**config.mk**
```make
export PLATFORM = sky130hd
export DESIGN_NAME = pong_game_ctrl
export DESIGN_NICKNAME = d
export VERILOG_FILES = /design/src/rtl/pong_game_ctrl.sv
export SDC_FILE = /design/constraint.sdc
export NUM_CORES = 1
export LEC_CHECK = 0
export BUFFER_PORTS_ARGS = -buffer_cell sky130_fd_sc_hd__buf_2
export CORE_ASPECT_RATIO = 0.6
export CORE_MARGIN = 4
export CORE_UTILIZATION = 40
export DETAILED_ROUTE_END_ITERATION = 8
export PLACE_DENSITY = 0.62
export SYNTH_ARGS = -nofsm -noshare
export SYNTH_HDL_FRONTEND = slang
export SYNTH_SLANG_ARGS = --single-unit
```
**constraint.sdc**
```tcl
create_clock -name clk -period 2.7 [get_ports clk]
set_clock_uncertainty 0.15 [all_clocks]
set_input_delay 0.54 -clock clk [delete_from_list [all_inputs] [get_ports clk]]
set_output_delay 0.54 -clock clk [all_outputs]
set_load 0.02 [all_outputs]
```
**src/rtl/pong_game_ctrl.sv**
```systemverilog
// pong_game_ctrl: pong match sequencer (idle, serve, play, scored, game over).
// Tracks both scores, paces serve/scored holds in video frames, drives ball control.
//
// Ports:
//   clk, reset     single clock, synchronous active-high reset
//   newFrame       one-cycle pulse per video frame
//   start          level start request; only its rising edge is used
//   pause          level; freezes gameplay and frame counting
//   ballX          ball left column from the trajectory block
//   ballPause      hold ball motion (registered)
//   ballReset      one-clock pulse each time a serve begins
//   serveDir       0 = serve toward left, 1 = serve toward right
//   score0/score1  left/right player scores, saturating at WIN_SCORE
//   state          IDLE=0 SERVE=1 PLAY=2 SCORED=3 GAMEOVER=4
//   winner         0 = left, 1 = right (valid while gameOver)
//   gameOver       high while in GAMEOVER
module pong_game_ctrl #(
    parameter logic [12:0] WALL_LEFT     = 13'd0,
    parameter logic [12:0] WALL_RIGHT    = 13'd640,
    parameter int          BALL_W        = 10,
    parameter int          SERVE_FRAMES  = 60,
    parameter int          SCORED_FRAMES = 90,
    parameter int          WIN_SCORE     = 7
) (
    input  logic        clk,
    input  logic        reset,
    input  logic        newFrame,
    input  logic        start,
    input  logic        pause,
    input  logic [12:0] ballX,
    output logic        ballPause,
    output logic        ballReset,
    output logic        serveDir,
    output logic [3:0]  score0,
    output logic [3:0]  score1,
    output logic [2:0]  state,
    output logic        winner,
    output logic        gameOver
);

    typedef enum logic [2:0] {
        IDLE     = 3'd0,
        SERVE    = 3'd1,
        PLAY     = 3'd2,
        SCORED   = 3'd3,
        GAMEOVER = 3'd4
    } state_t;

    localparam int MAXF = (SERVE_FRAMES > SCORED_FRAMES) ?
                          SERVE_FRAMES : SCORED_FRAMES;
    localparam int CLOG = $clog2(MAXF + 1);
    localparam int CW   = (CLOG > 8) ? CLOG : 8;

    localparam logic [3:0]  WIN     = 4'(WIN_SCORE);
    localparam logic [CW:0] SRV_LIM = (CW+1)'(SERVE_FRAMES);
    localparam logic [CW:0] SCR_LIM = (CW+1)'(SCORED_FRAMES);
    localparam logic [13:0] BW14    = 14'(BALL_W);

    state_t        st, st_n;
    logic [CW-1:0] cnt, cnt_n;
    logic          start_q;
    logic          start_edge;
    logic          tick;
    logic [CW:0]   cnt_inc;
    logic [13:0]   right_edge;
    logic          miss_left;
    logic          miss_right;
    logic [3:0]    sc0_n, sc1_n;
    logic          dir_n, brst_n, bp_n, go_n, win_n;

    function automatic logic [3:0] sat_inc(input logic [3:0] s);
        return (s < WIN) ? s + 4'd1 : s;
    endfunction

    assign start_edge = start & ~start_q;
    assign tick       = newFrame & ~pause;
    assign cnt_inc    = {1'b0, cnt} + (CW+1)'(1);
    // Widened so a ball near the right wall cannot wrap past zero.
    assign right_edge = {1'b0, ballX} + BW14;
    assign miss_left  = (ballX <= WALL_LEFT);
    assign miss_right = (right_edge >= {1'b0, WALL_RIGHT});

    always_comb begin
        st_n   = st;
        cnt_n  = cnt;
        sc0_n  = score0;
        sc1_n  = score1;
        dir_n  = serveDir;
        brst_n = 1'b0;

        unique case (st)
            IDLE, GAMEOVER: begin
                if (start_edge) begin
                    st_n   = SERVE;
                    sc0_n  = 4'd0;
                    sc1_n  = 4'd0;
                    dir_n  = 1'b0;
                    brst_n = 1'b1;
                end
            end
            SERVE: begin
                if (tick) begin
                    if (cnt_inc >= SRV_LIM) st_n = PLAY;
                    else cnt_n = cnt_inc[CW-1:0];
                end
            end
            PLAY: begin
                // Left miss wins when both walls are touched in one frame.
                if (tick && miss_left) begin
                    sc1_n = sat_inc(score1);
                    dir_n = 1'b0;
                    st_n  = SCORED;
                end else if (tick && miss_right) begin
                    sc0_n = sat_inc(score0);
                    dir_n = 1'b1;
                    st_n  = SCORED;
                end
            end
            SCORED: begin
                if (tick) begin
                    if (cnt_inc >= SCR_LIM) begin
                        if (score0 == WIN || score1 == WIN) begin
                            st_n = GAMEOVER;
                        end else begin
                            st_n   = SERVE;
                            brst_n = 1'b1;
                        end
                    end else begin
                        cnt_n = cnt_inc[CW-1:0];
                    end
                end
            end
            default: st_n = IDLE;
        endcase

        // Every state starts its hold count from zero.
        if (st_n != st) cnt_n = '0;

        // Outputs follow the state being entered so they stay registered.
        bp_n  = (st_n == PLAY) ? pause : 1'b1;
        go_n  = (st_n == GAMEOVER);
        win_n = go_n && (sc1_n == WIN);
    end

    always_ff @(posedge clk) begin
        if (reset) begin
            st        <= IDLE;
            cnt       <= '0;
            start_q   <= 1'b0;
            score0    <= 4'd0;
            score1    <= 4'd0;
            serveDir  <= 1'b0;
            ballReset <= 1'b0;
            ballPause <= 1'b1;
            gameOver  <= 1'b0;
            winner    <= 1'b0;
        end else begin
            st        <= st_n;
            cnt       <= cnt_n;
            start_q   <= start;
            score0    <= sc0_n;
            score1    <= sc1_n;
            serveDir  <= dir_n;
            ballReset <= brst_n;
            ballPause <= bp_n;
            gameOver  <= go_n;
            winner    <= win_n;
        end
    end

    assign state = st;

endmodule

```
==> impl_metrics.env <==
export IMPL_synth_distinct_cells=56
export IMPL_cts_clk_slew_worst_paths_ps=100
export IMPL_dp_cells=306
export IMPL_post_route_period_util_pct=95.2
export IMPL_vias_per_cell=5.43
export IMPL_drt_wl_total_um=4410
export IMPL_crit_chain="ha_2, nand3_2, o31ai_1, a31oi_1, or2_4, or4_4, a21oi_1, mux2i_1"
export IMPL_drive_gt1_share_pct=28.2
export IMPL_core_area_um2=4100
export IMPL_synth_edf_count=0
export IMPL_synth_common_cells="dfxtp_1, a21oi_1, nor2_1"
export IMPL_synthArstFlopShare_pct=0
export IMPL_cpMaxStageDelayCell="or4_4"
export IMPL_place_congestion=0.876
export IMPL_n_antenna_cell=0
export IMPL_combPwrFrac_pct=23.4
export IMPL_wl_per_cell_um=14.1
export IMPL_ys_flop_type="dfxtp_1"
export IMPL_fp_dieH_um=58.6
export IMPL_htree_num_levels=1
export IMPL_synth_top_cells_by_area="dfxtp_1, a21oi_1, o211ai_1, nor2_1, mux2i_1"
export IMPL_swShare_pct=31.5
export IMPL_dieArea_um2=5410
export IMPL_place_ws_ps=28.8
export IMPL_ys_ff_latch=25
export IMPL_io_pins=34
export IMPL_die_w_um=92.3
export IMPL_syn_inst=208
export IMPL_startpoint_type="register"
export IMPL_grt_pass1_vias=1443
export IMPL_insertion_delay_ps=270
export IMPL_syn_avg_cell_area_um2=8.20
export IMPL_synth_area_um2=1710
export IMPL_layout_cells_non_filler=312
export IMPL_outcome="finished clean"
export IMPL_worst_pin_slew_ps=688
export IMPL_power_density_nw_per_um2=400
export IMPL_numCtsBuffers=3
export IMPL_worstSetupEndpointType="register"
export IMPL_crit_fanout=8
export IMPL_layout_setup_ws_ps=128
export IMPL_first_pass_iters=4
export IMPL_worstSetupPathType="register to register"
export IMPL_syn_to_final_growth_pct=21.6
export IMPL_seqPwrFrac_pct=48.4
export IMPL_root_buffer="clkbuf_8"
export IMPL_via_count=1695
export IMPL_cpPeakStageDelay_ps=460
export IMPL_drtIter0Drc=87
export IMPL_p_switching_uw=261
export IMPL_synth_warnings=0
export IMPL_arrival_ps=2620
export IMPL_ir_drop_v=0.000232
export IMPL_max_freq_mhz=389
export IMPL_fill_cells=406
export IMPL_io_buffers=33
export IMPL_yosysTopAreaCell="dfxtp_1"
export IMPL_drc_errors=0
export IMPL_cts_buffer_depth=2
export IMPL_hp_class="register to register"
export IMPL_clkSinkCount=25
export IMPL_start_util_pct=41.6
export IMPL_maxCapViolCount=0
export IMPL_cp_required_ps=2740
export IMPL_grt_pass1_wl_um=7340
export IMPL_cts_tree="built"
export IMPL_power_uw=830
export IMPL_seq_area_frac_synth_pct=29.3
export IMPL_row_count=18
export IMPL_dp_hpwl_um=3490
export IMPL_yosysTopAreaCellShare_pct=29.3
export IMPL_finalHoldViolCount=0
export IMPL_grt_overflow_total=0
export IMPL_leakage_nw=0.753
export IMPL_nets=276
export IMPL_ant_nets=0
export IMPL_setup_tns_ps=0
export IMPL_period_needed_ps=2570
export IMPL_pwr_share_clk_pct=28.2
export IMPL_antenna_found_initial=0
export IMPL_timing_slew_headroom_pct=53.7
export IMPL_mappedNetlistNets=231
export IMPL_grt_max_degree=16
export IMPL_setup_viol=0
export IMPL_grt_total_usage_pct=16.9
export IMPL_p_int_uw=569
export IMPL_slew_viol_final=0
export IMPL_synth_most_common_cell="dfxtp_1"
==> cells in the final DEF (no fill, tap or decap), types with 2 or more instances in the layout <==
| cell type | Yosys | routed |
|---|---|---|
| inv_1 | 9 | 9 |
| o21ai_0 | 7 | 7 |
| nor4_1 | 6 | 6 |
| buf_2 | 3 | 33 |
| nor3_2 | 2 | 2 |
| mux2i_1 | 7 | 7 |
| nand4_1 | 4 | 4 |
| nor2b_1 | 5 | 5 |
| and2_1 | 5 | 5 |
| a21oi_1 | 19 | 19 |
| a31oi_1 | 5 | 5 |
| a21boi_1 | 2 | 2 |
| ha_1 | 5 | 4 |
| a211oi_1 | 2 | 2 |
| dfxtp_1 | 25 | 25 |
| clkbuf_8 | 0 | 3 |
| nand3_1 | 7 | 7 |
| nor2_1 | 19 | 19 |
| o21ai_1 | 3 | 3 |
| o211ai_1 | 10 | 10 |
| or2_1 | 2 | 2 |
| nor4b_1 | 2 | 2 |
| nand2_1 | 9 | 9 |
| buf_4 | 3 | 16 |
| nand3b_1 | 3 | 3 |
| nor3_1 | 6 | 6 |
| or3_1 | 2 | 2 |
| nand2b_1 | 5 | 5 |
==> critical path, delay by kind of cell (launching register included) <==
family | cells | cell delay (ps)
AO/OA/AOI/OAI | 3 | 560
flip-flops | 1 | 420
multiplexers | 1 | 240
AND/OR/NAND/NOR | 3 | 830
adder cells (fa/ha/maj) | 1 | 300
==> through the flow <==
| step | hold slack [ps] | utilization (%) | area, µm² |
|---|---|---|---|
| 6_report | 359 | 50.6 | 2070 |
| 3_3_place_gp | 330 | 48.7 | 1990 |
| 4_1_cts | 359 | 49.8 | 2040 |
| 2_1_floorplan | 308 | - | 1710 |
| 3_5_place_dp | 340 | 48.7 | 1990 |
| 5_1_grt | 379 | 50.6 | 2070 |
==> timing repair <==
item / in CTS / in global routing
endpoints found under the setup margin: 0 / 5
resized for setup: 0 / 2
buffers inserted: 0 / 2
hold buffers: 0 / 0
==> area by class of cell <==
type                    instances  area [µm²]  share of cell area, %
clock buffers                   3        41.3                   1.99
clock inverters                 1        7.51                  0.362
inverters                       9        33.8                   1.63
multi-input cells             165        1130                   54.5
flip-flops and latches         25         500                   24.1
well taps                      60        75.1                   3.62
repair buffers                 49         285                   13.8
==> flip-flops by register name (all words and copies together), names as in the netlist <==
signal     cells
score1         4
ballReset      1
gameOver       1
state          3
ballPause      1
score0         4
start_q        1
serveDir       1
winner         1
cnt            8
==> worst paths after layout <==
path                                             from               endpoint  slack, ps  cells after the start
worst max-delay path              cnt[1]$_SDFFE_PP0P_    cnt[4]$_SDFFE_PP0P_        130                      8
worst min-delay path            serveDir$_SDFFE_PP0P_  serveDir$_SDFFE_PP0P_        360                      2
worst max register to register    cnt[1]$_SDFFE_PP0P_    cnt[4]$_SDFFE_PP0P_        130                      8
worst min register to register  serveDir$_SDFFE_PP0P_  serveDir$_SDFFE_PP0P_        360                      2
==> layer usage <==
| metal | share of wire, % | GRT usage, % |
|---|---|---|
| met1 | 56 | 29.2 |
| met2 | 36 | 20.3 |
| met3 | 6.8 | 4.21 |
| met4 | 0.43 | 1.90 |
| met5 | 0 | 0 |
==> cells by family after synthesis <==
logic type               count (synthesis)  synth area share, %
flip-flops                              25                 29.3
adder cells (fa/ha/maj)                  5                 3.67
AO/OA/AOI/OAI                           63                 26.4
XOR/XNOR                                 1                0.514
buffers and inverters                   18                 5.28
multiplexers                             7                 4.11
AND/OR/NAND/NOR                         89                 30.7
==> power by group through the flow <==
stage,Combinational [mW],Clock (mW),Sequential [mW]
global placement,0.184,0,0.410
finish,0.194,0.234,0.402
floorplan,0.111,0,0.415
global route,0.214,0.254,0.404
detailed placement,0.184,0,0.409
CTS,0.185,0.239,0.401
No activity file was read; power rests on OpenSTA's default activity.
